$ cat src/rtl/sound_sequencer_pkg.sv
// Shared sound identifiers for the sound sequencer and its bus.
package sound_sequencer_pkg;

    typedef enum logic [1:0] {
        SOUND_NONE  = 2'd0,
        SOUND_CHOMP = 2'd1,
        SOUND_GHOST = 2'd2,
        SOUND_DEATH = 2'd3
    } sound_t;

endpackage

$ cat src/rtl/sound_sequencer_if.sv
// Request, sample-ROM and sample-output signals of the sound sequencer.
interface sound_sequencer_if #(
    parameter int unsigned ADDR_W = 13
) ();
    import sound_sequencer_pkg::*;

    logic              req_valid;
    sound_t            req_sound;
    logic [ADDR_W-1:0] rom_addr;
    logic [7:0]        rom_data;
    logic [7:0]        sample_out;
    logic              sample_strobe;
    logic              playing;
    sound_t            cur_sound;
    logic              done;
    logic              req_dropped;

    modport master (
        output req_valid, req_sound, rom_data,
        input  rom_addr, sample_out, sample_strobe, playing, cur_sound, done, req_dropped
    );

    modport slave (
        input  req_valid, req_sound, rom_data,
        output rom_addr, sample_out, sample_strobe, playing, cur_sound, done, req_dropped
    );

endinterface

$ cat src/rtl/sound_sequencer.sv
// Plays prioritised sound clips from a sample ROM at one sample per CLK_DIV clocks.
module sound_sequencer
    import sound_sequencer_pkg::*;
#(
    parameter int unsigned CLK_DIV    = 3125,
    parameter int unsigned ADDR_W     = 13,
    parameter int unsigned CHOMP_BASE = 0,
    parameter int unsigned CHOMP_LEN  = 5736,
    parameter int unsigned GHOST_BASE = 5736,
    parameter int unsigned GHOST_LEN  = 1024,
    parameter int unsigned DEATH_BASE = 6760,
    parameter int unsigned DEATH_LEN  = 1432
) (
    input logic               clk_25MHZ,
    input logic               rst,
    sound_sequencer_if.slave  bus
);

    localparam int unsigned DIV_W   = (CLK_DIV > 1) ? $clog2(CLK_DIV) : 1;
    localparam logic [7:0]  SILENCE = 8'h80;

    typedef enum logic {ST_IDLE, ST_PLAY} state_t;

    state_t            state_q, state_d;
    logic [DIV_W-1:0]  tick_cnt_q, tick_cnt_d;
    logic [ADDR_W-1:0] offset_q, offset_d;
    logic [ADDR_W-1:0] rom_addr_q, rom_addr_d;
    sound_t            cur_sound_q, cur_sound_d;
    logic [7:0]        sample_q, sample_d;
    logic              strobe_q, strobe_d;
    logic              done_q, done_d;
    logic              dropped_q, dropped_d;
    logic              playing_q, playing_d;
    logic              tick;
    logic              req_abort;
    logic              req_accept;

    function automatic logic [1:0] prio_of(input sound_t s);
        case (s)
            SOUND_DEATH: prio_of = 2'd3;
            SOUND_GHOST: prio_of = 2'd2;
            SOUND_CHOMP: prio_of = 2'd1;
            default:     prio_of = 2'd0;
        endcase
    endfunction

    function automatic logic [ADDR_W-1:0] base_of(input sound_t s);
        case (s)
            SOUND_DEATH: base_of = ADDR_W'(DEATH_BASE);
            SOUND_GHOST: base_of = ADDR_W'(GHOST_BASE);
            SOUND_CHOMP: base_of = ADDR_W'(CHOMP_BASE);
            default:     base_of = '0;
        endcase
    endfunction

    function automatic logic [ADDR_W-1:0] last_of(input sound_t s);
        case (s)
            SOUND_DEATH: last_of = ADDR_W'(DEATH_LEN - 1);
            SOUND_GHOST: last_of = ADDR_W'(GHOST_LEN - 1);
            SOUND_CHOMP: last_of = ADDR_W'(CHOMP_LEN - 1);
            default:     last_of = '0;
        endcase
    endfunction

    // Next-state and output decode; an accepted request overrides a coincident tick advance.
    always_comb begin
        state_d     = state_q;
        offset_d    = offset_q;
        rom_addr_d  = rom_addr_q;
        cur_sound_d = cur_sound_q;
        sample_d    = sample_q;
        strobe_d    = 1'b0;
        done_d      = 1'b0;
        dropped_d   = 1'b0;

        tick       = (tick_cnt_q == DIV_W'(CLK_DIV - 1));
        tick_cnt_d = tick ? '0 : tick_cnt_q + DIV_W'(1);
        req_abort  = bus.req_valid && (bus.req_sound == SOUND_NONE);
        req_accept = bus.req_valid && (bus.req_sound != SOUND_NONE) &&
                     (prio_of(bus.req_sound) >= prio_of(cur_sound_q));

        // Silence follows one cycle after a natural completion.
        if (done_q) begin
            sample_d = SILENCE;
            strobe_d = 1'b1;
        end

        case (state_q)
            ST_IDLE: begin
                if (req_accept) begin
                    state_d     = ST_PLAY;
                    cur_sound_d = bus.req_sound;
                    offset_d    = '0;
                    rom_addr_d  = base_of(bus.req_sound);
                end
            end
            ST_PLAY: begin
                if (tick) begin
                    sample_d = bus.rom_data;
                    strobe_d = 1'b1;
                end
                if (req_abort) begin
                    state_d     = ST_IDLE;
                    cur_sound_d = SOUND_NONE;
                    offset_d    = '0;
                    sample_d    = SILENCE;
                    strobe_d    = 1'b1;
                end else if (req_accept) begin
                    cur_sound_d = bus.req_sound;
                    offset_d    = '0;
                    rom_addr_d  = base_of(bus.req_sound);
                end else begin
                    dropped_d = bus.req_valid;
                    if (tick) begin
                        if (offset_q == last_of(cur_sound_q)) begin
                            state_d     = ST_IDLE;
                            cur_sound_d = SOUND_NONE;
                            offset_d    = '0;
                            done_d      = 1'b1;
                        end else begin
                            offset_d   = offset_q + ADDR_W'(1);
                            rom_addr_d = base_of(cur_sound_q) + offset_d;
                        end
                    end
                end
            end
            default: state_d = ST_IDLE;
        endcase

        playing_d = (state_d == ST_PLAY);
    end

    always_ff @(posedge clk_25MHZ or posedge rst) begin
        if (rst) begin
            state_q     <= ST_IDLE;
            tick_cnt_q  <= '0;
            offset_q    <= '0;
            rom_addr_q  <= '0;
            cur_sound_q <= SOUND_NONE;
            sample_q    <= SILENCE;
            strobe_q    <= 1'b0;
            done_q      <= 1'b0;
            dropped_q   <= 1'b0;
            playing_q   <= 1'b0;
        end else begin
            state_q     <= state_d;
            tick_cnt_q  <= tick_cnt_d;
            offset_q    <= offset_d;
            rom_addr_q  <= rom_addr_d;
            cur_sound_q <= cur_sound_d;
            sample_q    <= sample_d;
            strobe_q    <= strobe_d;
            done_q      <= done_d;
            dropped_q   <= dropped_d;
            playing_q   <= playing_d;
        end
    end

    assign bus.rom_addr      = rom_addr_q;
    assign bus.sample_out    = sample_q;
    assign bus.sample_strobe = strobe_q;
    assign bus.playing       = playing_q;
    assign bus.cur_sound     = cur_sound_q;
    assign bus.done          = done_q;
    assign bus.req_dropped   = dropped_q;

endmodule

$ cat src/flat_wrapper.sv
// flat-port wrapper written by rule: the top's interface ports become plain ports
module sound_sequencer_flat import sound_sequencer_pkg::*;
#(
    parameter int unsigned CLK_DIV    = 3125,
    parameter int unsigned ADDR_W     = 13,
    parameter int unsigned CHOMP_BASE = 0,
    parameter int unsigned CHOMP_LEN  = 5736,
    parameter int unsigned GHOST_BASE = 5736,
    parameter int unsigned GHOST_LEN  = 1024,
    parameter int unsigned DEATH_BASE = 6760,
    parameter int unsigned DEATH_LEN  = 1432
)
  (clk_25MHZ, rst, bus_req_valid, bus_req_sound, bus_rom_data, bus_rom_addr, bus_sample_out, bus_sample_strobe, bus_playing, bus_cur_sound, bus_done, bus_req_dropped);
  sound_sequencer_if #(.ADDR_W(ADDR_W)) bus_i ();
  input logic clk_25MHZ;
  input logic rst;
  input wire logic [$bits(bus_i.req_valid)-1:0] bus_req_valid;
  input wire logic [$bits(bus_i.req_sound)-1:0] bus_req_sound;
  input wire logic [$bits(bus_i.rom_data)-1:0] bus_rom_data;
  output wire logic [$bits(bus_i.rom_addr)-1:0] bus_rom_addr;
  output wire logic [$bits(bus_i.sample_out)-1:0] bus_sample_out;
  output wire logic [$bits(bus_i.sample_strobe)-1:0] bus_sample_strobe;
  output wire logic [$bits(bus_i.playing)-1:0] bus_playing;
  output wire logic [$bits(bus_i.cur_sound)-1:0] bus_cur_sound;
  output wire logic [$bits(bus_i.done)-1:0] bus_done;
  output wire logic [$bits(bus_i.req_dropped)-1:0] bus_req_dropped;
  assign bus_i.req_valid = bus_req_valid;
  assign bus_i.req_sound = bus_req_sound;
  assign bus_i.rom_data = bus_rom_data;
  assign bus_rom_addr = bus_i.rom_addr;
  assign bus_sample_out = bus_i.sample_out;
  assign bus_sample_strobe = bus_i.sample_strobe;
  assign bus_playing = bus_i.playing;
  assign bus_cur_sound = bus_i.cur_sound;
  assign bus_done = bus_i.done;
  assign bus_req_dropped = bus_i.req_dropped;
  sound_sequencer #(.CLK_DIV(CLK_DIV), .ADDR_W(ADDR_W), .CHOMP_BASE(CHOMP_BASE), .CHOMP_LEN(CHOMP_LEN), .GHOST_BASE(GHOST_BASE), .GHOST_LEN(GHOST_LEN), .DEATH_BASE(DEATH_BASE), .DEATH_LEN(DEATH_LEN)) u_core (.clk_25MHZ(clk_25MHZ), .rst(rst), .bus(bus_i));
endmodule
$ cat config.mk
export PLATFORM = sky130hd
export DESIGN_NAME = sound_sequencer_flat
export DESIGN_NICKNAME = d
export VERILOG_FILES = /design/src/rtl/sound_sequencer_pkg.sv /design/src/rtl/sound_sequencer_if.sv /design/src/rtl/sound_sequencer.sv /design/src/flat_wrapper.sv
export SDC_FILE = /design/constraint.sdc
export NUM_CORES = 1
export LEC_CHECK = 0
export ABC_AREA = 1
export CAP_MARGIN = 20
export CORE_AREA = 2 2 97 76
export CTS_BUF_LIST = sky130_fd_sc_hd__clkbuf_8 sky130_fd_sc_hd__clkbuf_16
export DETAILED_ROUTE_END_ITERATION = 8
export DIE_AREA = 0 0 99 78
export PLACE_DENSITY = 0.68
export SLEW_MARGIN = 25
export SYNTH_ARGS = -nofsm -noshare
export SYNTH_HDL_FRONTEND = slang
export SYNTH_SLANG_ARGS = --single-unit
$ cat constraint.sdc
create_clock -name clk_25MHZ -period 5.5 [get_ports clk_25MHZ]
set_clock_uncertainty 0.1 [all_clocks]
set_input_delay 0.55 -clock clk_25MHZ [delete_from_list [all_inputs] [get_ports clk_25MHZ]]
set_output_delay 0.55 -clock clk_25MHZ [all_outputs]
set_load 0.01 [all_outputs]
==> results by group <==
Status
  • Run status: finished, final reports clean

Worst setup path
  • Worst setup path category: flop to flop
  • Crit-path cells: inv_1, ha_1, nor2_1, ha_1, o21ai_0, nand2_1, nand2_2, nand2_1, inv_2, a21oi_2, nand2_2, inv_2, nand3_1, o21ai_0
  • Crit end category: flop
  • CP top delay family: simple AND/OR/NAND/NOR gates
  • CP Depth: 14
  • Slowest stage delay, CP: 470 ps
  • R2R cell count: 14
  • WP buf/inv: 3
  • Critical Path RT: 5590 ps
  • Critical Path Fanout Max: 17
  • CP arrival: ~3000 ps
  • Slowest-stage cell, CP: dfrtp_1
  • CP startpoint kind: flop

Routing
  • Drt first pass iters: 4
  • Number of nets with antenna violations after routing: 0
  • Via density: 5.117
  • Routed wire length: 7212 µm
  • Vias: between 2,000 and 3,000
  • Initial drt markers: roughly 140
  • DRC: 0
  • Routed WL per cell: roughly 14 µm

Logic synthesis
  • Most used DFF post-synth: dfrtp_1
  • Mapped Area: roughly 3100 µm²
  • EDFF count, synth: 0
  • Post-synthesis net count: between 400 and 500
  • Async SR Flop Fraction: between 90% and 100%
  • Unique masters post-synth: 36
  • Cell count after synthesis: about 390
  • Syn_area_per_cell: about 8 µm²
  • FF+latch count, synth: between 50 and 60
  • Post-synthesis sequential area ratio: 41.91%
  • Ys Warns: 0

Timing
  • Max-slew violations: 0
  • Final Hold Viols: 0
  • Post-route setup slack: between 2000 and 3000 ps
  • Actual slew at the worst max-slew pin: roughly 630 ps
  • Worst Hold Margin: 399.2 ps
  • RSZ-0062 raised after global routing: no
  • Setup violations, final: 0
  • Slew Limit Headroom: roughly 58%
  • Fmax: roughly 0.35 GHz
  • Period Utilization, post-route: approximately 52%
  • Setup TNS: 0 ps
  • Crit path time final: 2854 ps

Floorplan
  • Die H: 78 µm
  • DIE AREA: 7722 µm²
  • Row cnt: 26
  • Initial Utilization: 46.60%
  • Die width: 99 µm
  • CORE AREA: approximately 6700 µm²
  • Top Ports: 40

Clocking
  • CTS root buf: clkbuf_8
  • H-tree lvl count: 2
  • Setup Buffers After CTS: 0
  • Post-CTS Hold Buffers: 0
  • Clk Latency, worst-skew pair: 320 ps
  • CTS resizes: 0
  • CTS tree: built
  • Clock slew at reported path FFs: 100 ps
  • Clock Sinks: 52
  • TritonCTS buffer count: 5
  • Clock buffer depth: 2

Global route
  • Initial antenna violation count: 0
  • Vias in the first global route: ~2,500
  • First-pass GRT wire length: 12,540 µm
  • GRT Util Overall: 20.10%
  • Total gr overflow: 0
  • Largest net degree at the start of global routing: 53

Power and ir drop
  • Pleak: 1.798 nW
  • Worst VDD drop: between 0.2 and 0.25 mV
  • Pwr Density: 362.9 nW/µm²

Finish
  • Fin nets: 460
  • Final core occ: between 50% and 60%
  • Layout cell share with drive strength beyond 1: 9.049%
  • Synth-to-layout area growth: 17.55%
  • Fin cells: 515
  • Inserted Diodes: 0
  • # fillers: 613

Hold path
  • Hold path cells: 2
  • HP Class: flop to flop

Run
  • Max cap viols: 0

Placement
  • Worst slack at placement: around 2400 ps
  • Final HPWL DP: 5523 µm
  • Port bufs: 39
  • Post-Place Cells: 507
  • GP Congestion: 0.8687
-- layout by cell type, fill, tap and decap left out, drive strengths merged --
| cell | count |
|---|---|
| nand2 | 89 |
| inv | 66 |
| dfrtp | 51 |
| nor2 | 41 |
| clkdlybuf4s50 | 39 |
| nand3 | 36 |
| a21oi | 20 |
| o21ai | 20 |
| ha | 17 |
| xor2 | 10 |
| a22o | 7 |
| nor3 | 6 |
| clkbuf | 5 |
| xnor2 | 4 |
| o21bai | 4 |
| o22ai | 3 |
| nand4 | 3 |
| nand3b | 2 |
| o221ai | 1 |
| a31oi | 1 |
| nor4 | 1 |
| o22a | 1 |
| or2 | 1 |
| o211ai | 1 |
| clkinv | 1 |
| dfstp | 1 |
-- flip-flops by register name, summed over array words and instances, names as in the netlist --
| register | flops |
|---|---|
| u_core.tick_cnt_q | 12 |
| u_core.bus.sample_strobe | 1 |
| u_core.bus.req_dropped | 1 |
| u_core.state_q | 1 |
| u_core.bus.rom_addr | 13 |
| u_core.offset_q | 13 |
| u_core.bus.done | 1 |
| u_core.bus.cur_sound | 2 |
| u_core.bus.sample_out | 8 |
-- stage by stage --
step | area [µm²] | total power [mW]
global placement | 3565 | 1.098
finish | 3654 | 1.326
floorplan | 3108 | 0.9190
detailed placement | 3567 | 1.112
CTS | 3654 | 1.337
global route | 3654 | 1.431
-- synth_stat cells, types with 5 or more instances --
library cell | instances | area [µm²]
xor2_1 | 10 | 87.58
nand2_2 | 9 | 56.30
nand2_1 | 80 | 300.3
ha_1 | 17 | 212.7
dfrtp_1 | 51 | 1276
inv_1 | 59 | 221.5
nor2_1 | 35 | 131.4
a21oi_1 | 17 | 85.08
o21ai_0 | 16 | 80.08
inv_2 | 5 | 18.77
nand3_1 | 33 | 165.2
a22o_1 | 7 | 61.31
-- per-layer routing --
layer / up-vias / GRT usage, % / wire length [µm]
li1: 1327 / - / -
met1: 1242 / 31.75 / 3825
met2: 59 / 28.38 / 2900
met3: 7 / 3.604 / 417
met4: 0 / 4.521 / 68
met5: - / 0 / 0
-- power by group --
group,internal [mW],switching (mW)
clock network,0.0892,0.132
registers,0.438,0.0445
logic,0.245,0.377
total,0.773,0.553
-- area by class of cell --
| cell class | count | area, µm² | share of cell area, % |
|---|---|---|---|
| multi-input cells | 268 | 1526 | 41.78 |
| flip-flops and latches | 52 | 1303 | 35.65 |
| repair buffers | 39 | 390.4 | 10.68 |
| inverters | 64 | 242.7 | 6.644 |
| well taps | 84 | 105.1 | 2.877 |
| clock buffers | 5 | 68.82 | 1.884 |
| clock inverters | 3 | 17.52 | 0.4795 |
-- logic make-up (layout without fill, tap and decap cells) --
kind of cell             after synthesis  count (layout)  share of synthesized area, %
flip-flops                            52              52                         41.91
XOR/XNOR                              14              14                         3.945
adder cells (fa/ha/maj)               17              17                         6.844
buffers and inverters                 69             111                         8.977
AND/OR/NAND/NOR                      179             179                         26.97
AO/OA/AOI/OAI                         58              58                         11.35
-- worst min-delay path: cells and delay by family (launching register included) --
family / cells / cell delay, ps
DFF: 1 / 360
and+or+nand+nor: 2 / 110
-- path summary, 6_finish.rpt --
kind / startpoint / end / slack (ps)
min in group asynchronous: rst / u_core.bus.sample_out[6] / 570
max in group asynchronous: rst / u_core.offset_q[6] / 4300
worst max register to register: u_core.bus.cur_sound[0] / u_core.offset_q[1] / 2650
worst max-delay path: u_core.bus.cur_sound[0] / u_core.offset_q[1] / 2650
worst min register to register: u_core.bus.rom_addr[2] / u_core.bus.rom_addr[2] / 400
worst min-delay path: u_core.bus.rom_addr[2] / u_core.bus.rom_addr[2] / 400
Note: power is estimated with default switching activity, not from simulation.
==> RTL change 1 (same flow settings) <==
`ADDR_W` is set to 13 in 3 places; all go to 12.
--- a/src/rtl/sound_sequencer_if.sv
+++ b/src/rtl/sound_sequencer_if.sv
@@ -2,3 +2,3 @@
 interface sound_sequencer_if #(
-    parameter int unsigned ADDR_W = 13
+    parameter int unsigned ADDR_W = 12
 ) ();
--- a/src/rtl/sound_sequencer.sv
+++ b/src/rtl/sound_sequencer.sv
@@ -5,3 +5,3 @@
     parameter int unsigned CLK_DIV    = 3125,
-    parameter int unsigned ADDR_W     = 13,
+    parameter int unsigned ADDR_W     = 12,
     parameter int unsigned CHOMP_BASE = 0,
--- a/src/flat_wrapper.sv
+++ b/src/flat_wrapper.sv
@@ -4,3 +4,3 @@
     parameter int unsigned CLK_DIV    = 3125,
-    parameter int unsigned ADDR_W     = 13,
+    parameter int unsigned ADDR_W     = 12,
     parameter int unsigned CHOMP_BASE = 0,
Interface: changed (resized bus_rom_addr); port bits go from 40 to 39. No check against the original RTL was run, so the function may have changed too.
==> RTL change 1 against the unedited design <==
Sequential cell count fell by 2; design area is 6.7% lower; setup slack got worse by 55 ps; wire length shrank 14%; area after synthesis down 8.2%; sequential share of layout area increased by 1.1 points; power shrank 11%; critical path depth decreased by 2; final cell count is 7.6% lower; count of clock-buffer cells in the layout unchanged; critical path type unchanged; largest cell class unchanged.
==> RTL change 1: results (changes against the unedited design) <==
Run status
  • Result of the run: completed

Drt
  • Count of vias placed by the detailed router: 2351 (-11%)
  • Detailed-routed wire length on met2: 2480 µm (-14%)
  • Avg WL per Cell: 13.1 µm (-6.8%)
  • Drt first-iter violations: 139 (+3.0%)
  • Detailed-routed wire length on met3: 240 µm (-42%)

Synth
  • Number of synthesis warnings: 0 (unchanged)
  • Cell variety after synth: 37 (+2.8%)
  • Sequential element share of the synthesized area: 0.439 (+0.0198)
  • Top cells by area, synth: sky130_fd_sc_hd__dfrtp_1 (43%), sky130_fd_sc_hd__nand2_1 (10%), sky130_fd_sc_hd__ha_1 (7.5%)
  • Avg Synthesized Cell Area: 8.15 µm² (+2.1%)
  • Ranking of synthesized cells by instance count: sky130_fd_sc_hd__nand2_1 (76), sky130_fd_sc_hd__inv_1 (50), sky130_fd_sc_hd__dfrtp_1 (49), sky130_fd_sc_hd__nor2_1 (39), sky130_fd_sc_hd__nand3_1 (30)
  • Syn_nets: 380 (-9.3%)

Cells and area
  • Area share of buffers outside the clock network: 0.112 (+0.00475)
  • Number of nets at the end of the flow: 421 (-8.5%)
  • Multi-input combinational area share: 0.407 (-0.0111)
  • Nonclk buf count: 38 (-2.6%)
  • Layout cells sized above 1: 0.0587 (-0.0318)
  • Clock network share of area: 0.0275 (+0.00390)
  • Multi-input logic cell count: 246 (-8.2%)
  • Count of non-CTS inverters in the layout: 50 (-22%)
  • Post-route cell area: 3410 µm² (-6.7%)

Critical path
  • Delay of the slowest cell on the worst path: 510 ps (+40 ps)
  • Crit path DAT: 3050 ps (+100 ps)
  • Critical path fanouts, max: 7 (-10)
  • Number of cells traversed by the worst register-to-register path: 12 (-2)

Placed design
  • Post-DP Area: 3310 µm² (-7.1%)
  • DP Cell Count: 468 (-7.7%)
  • HPWL after detailed placement: 4610 µm (-17%)
  • Routability congestion estimate from global placement: 0.862 (-0.73%)
  • Port bufs: 38 (-2.6%)

Global routing
  • Met3 global-route usage: 0.0333 (-0.00270)
  • Gr usage total: 0.172 (-0.0287)
  • Met2 track utilization from global routing: 0.235 (-0.0486)
  • Global routing met1 resource utilization: 0.272 (-0.0452)
  • Maximum number of pins on one net before global-route repair: 51 (-3.8%)
  • Wire length of the first global-routing pass: 10700 µm (-15%)

STA
  • Slew @ Worst Pin: 708 ps (+74.9 ps)
  • Final hold slack: 388 ps (-10.9 ps)
  • Crit path setup slack, layout: 2590 ps (-54.7 ps)

Hold path
  • Hold Crit Start: u_core.bus.rom_addr[4]$_DFFE_PP0P_

Pwr
  • VDD IR max: 0.217 mV (-9.6%)
  • Lkg Pwr: 0.00168 µW (-6.3%)
  • Switching Power: 466 µW (-16%)
RTL change 1: final timing paths:
path | to
worst max-delay path | u_core.bus.rom_addr[10]$_DFFE_PP0P_
worst min-delay path | u_core.bus.rom_addr[4]$_DFFE_PP0P_
worst max register to register | u_core.bus.rom_addr[10]$_DFFE_PP0P_
worst min register to register | u_core.bus.rom_addr[4]$_DFFE_PP0P_
max in group asynchronous | u_core.offset_q[10]$_DFFE_PP0P_
min in group asynchronous | u_core.tick_cnt_q[2]$_DFF_PP0_
RTL change 1: power groups by stage:
stage	sequential [µW]	clock (µW)	combinational (µW)
floorplan	484	0	293
global placement	472	0	476
detailed placement	474	0	483
CTS	468	234	488
global route	475	256	544
finish	468	231	483
RTL change 1: cells by family after synthesis:
group           Yosys count  synth area share
simple gates            172             0.274
buf+inv                  54            0.0754
flops                    50             0.439
compound gates           42            0.0916
fa+ha+maj                17            0.0745
xor+xnor                 15            0.0460
==> RTL change 2 (config.mk and constraints unchanged) <==
Without the edit above. Reset style: synchronous (`rst`), changed in one clocked block.
--- a/src/rtl/sound_sequencer.sv
+++ b/src/rtl/sound_sequencer.sv
@@ -132,3 +132,3 @@
 
-    always_ff @(posedge clk_25MHZ or posedge rst) begin
+    always_ff @(posedge clk_25MHZ) begin
         if (rst) begin
Function: differs if rst is asserted again (counterexample within 4 cycles, from zero or initial values and one cycle with rst high); with rst held inactive, the same outputs for 10 cycles.
==> RTL change 2 against the unedited design <==
Design area increased by 0.31%; critical path type unchanged; area after synthesis grew 0.60%; die area stayed put; wire length up 1.6%; critical endpoint is now u_core.offset_q[11]$_SDFFE_PP0P_; setup slack got worse by 220 ps; via count rose by 14%; sequential cell count is the same.
Power is not compared: it rests on default switching activity, and its combinational part moved more than twofold at a synthesized area within 25%.
==> RTL change 2: results (changes against the unedited design) <==
Run status
  • Result of the run: completed

Cells and area
  • Number of fillers in the final layout: 683 (+11%)
  • Multi-input combinational area share: 0.475 (+0.0574)
  • Sequential fraction of total cell area: 0.284 (-0.0725)
  • Multi-input logic cell count: 345 (+29%)
  • Layout cells sized above 1: 0.0653 (-0.0252)
  • Clock network share of area: 0.0266 (+0.00300)
  • Area share of buffers outside the clock network: 0.107 (-0.000328)
  • Number of nets at the end of the flow: 550 (+20%)
  • Total of clock buffers placed in the layout: 6 (+1)

Pwr
  • Total power draw: about 840 µW

Synth
  • Top cells by area, synth: sky130_fd_sc_hd__dfxtp_1 (33%), sky130_fd_sc_hd__nand2_1 (15%), sky130_fd_sc_hd__inv_1 (8.6%)
  • Avg Synthesized Cell Area: 6.46 µm² (-19%)
  • Multiplexer area fraction after synthesis: 0 (unchanged)
  • Commonest register cell after synthesis: sky130_fd_sc_hd__dfxtp_1
  • Area fraction in compound gates after synthesis: 0.112 (-0.00108)
  • Xor and xnor fraction of the mapped netlist area: 0.0196 (-0.0198)

STA
  • Slew @ Worst Pin: 685 ps (+52.5 ps)
  • Final hold slack: 358 ps (-40.9 ps)

Global routing
  • Gr usage total: 0.191 (-0.0105)
  • Met2 track utilization from global routing: 0.287 (+0.00338)
  • Vias in the first global route: 2597 (+2.9%)
  • Global routing met1 resource utilization: 0.271 (-0.0464)
  • Maximum number of pins on one net before global-route repair: 19 (-64%)
  • Met3 global-route usage: 0.0505 (+0.0144)

Critical path
  • Delay of the slowest cell on the worst path: 490 ps (+20 ps)
  • Reg2reg end: u_core.offset_q[11]$_SDFFE_PP0P_
  • Critical path fanouts, max: 14 (-3)
  • Startpoint of the most critical register-to-register path: u_core.bus.cur_sound[0]$_SDFFE_PP0P_
  • Crit path DAT: 3170 ps (+220 ps)
  • Worst reg-to-reg setup slack: 2430 ps (-220 ps)
  • Number of cells traversed by the worst register-to-register path: 15 (+1)
  • Cell with the largest stage delay on the worst path: sky130_fd_sc_hd__dfxtp_1

Hold path
  • Endpoint of the worst hold path: u_core.tick_cnt_q[0]$_SDFF_PP0_
  • Hold Crit Start: u_core.tick_cnt_q[0]$_SDFF_PP0_
  • Cell depth of the worst hold path: 1 (-1)

Drt
  • Total wire length after detailed routing: 7330 µm (+1.6%)
  • Drt first-iter violations: 112 (-17%)
  • Per-cell via count in the routed design: 4.97 (-2.8%)

Placed design
  • Routability congestion estimate from global placement: 0.917 (+5.6%)
  • HPWL after detailed placement: 5730 µm (+3.8%)
[RTL change 2: cell types whose count changed in the layout (fill, tap and decap cells not counted), sizes merged, moves of 7 or more]
cell	change
dfxtp	+52
dfrtp	-51
nand2	+47
nor2	+21
a21oi	+17
inv	+10
a22o	-7
[RTL change 2: worst max-delay path by stage]
stage	from	end	slack, ps	depth (start not counted)
after floorplan	u_core.bus.cur_sound[0]$_SDFFE_PP0P_	u_core.offset_q[3]$_SDFFE_PP0P_	3160	17
after global placement	bus_req_sound[0]	u_core.offset_q[11]$_SDFFE_PP0P_	2410	14
after detailed placement	bus_req_sound[0]	u_core.offset_q[11]$_SDFFE_PP0P_	2310	14
after CTS	u_core.bus.cur_sound[0]$_SDFFE_PP0P_	u_core.offset_q[11]$_SDFFE_PP0P_	2460	15
after global routing	u_core.bus.cur_sound[0]$_SDFFE_PP0P_	u_core.offset_q[11]$_SDFFE_PP0P_	2140	15
final	u_core.bus.cur_sound[0]$_SDFFE_PP0P_	u_core.offset_q[11]$_SDFFE_PP0P_	2430	15
[RTL change 2: through the flow]
stage               setup WS, ps  instance area [µm²]
floorplan                   3160                 3130
global placement            2410                 3570
detailed placement          2310                 3570
CTS                         2460                 3660
global route                2140                 3660
finish                      2430                 3660
[RTL change 2: metal layers]
metal | wire, µm | part of all wire | vias to the layer above
met5 | 0 | 0 | -
met4 | 67 | 0.0091 | 0
met3 | 564 | 0.077 | 7
met2 | 3030 | 0.41 | 81
met1 | 3670 | 0.50 | 1323
li1 | - | - | 1597
[RTL change 2: kinds of logic (layout without fill, tap and decap cells)]
logic type | Yosys count | count (layout)
and+or+nand+nor | 258 | 258
buffers and inverters | 87 | 124
AOI/OAI and AO/OA | 63 | 63
DFF | 52 | 52
adders and majority gates | 17 | 17
xor gates and xnor gates | 7 | 7
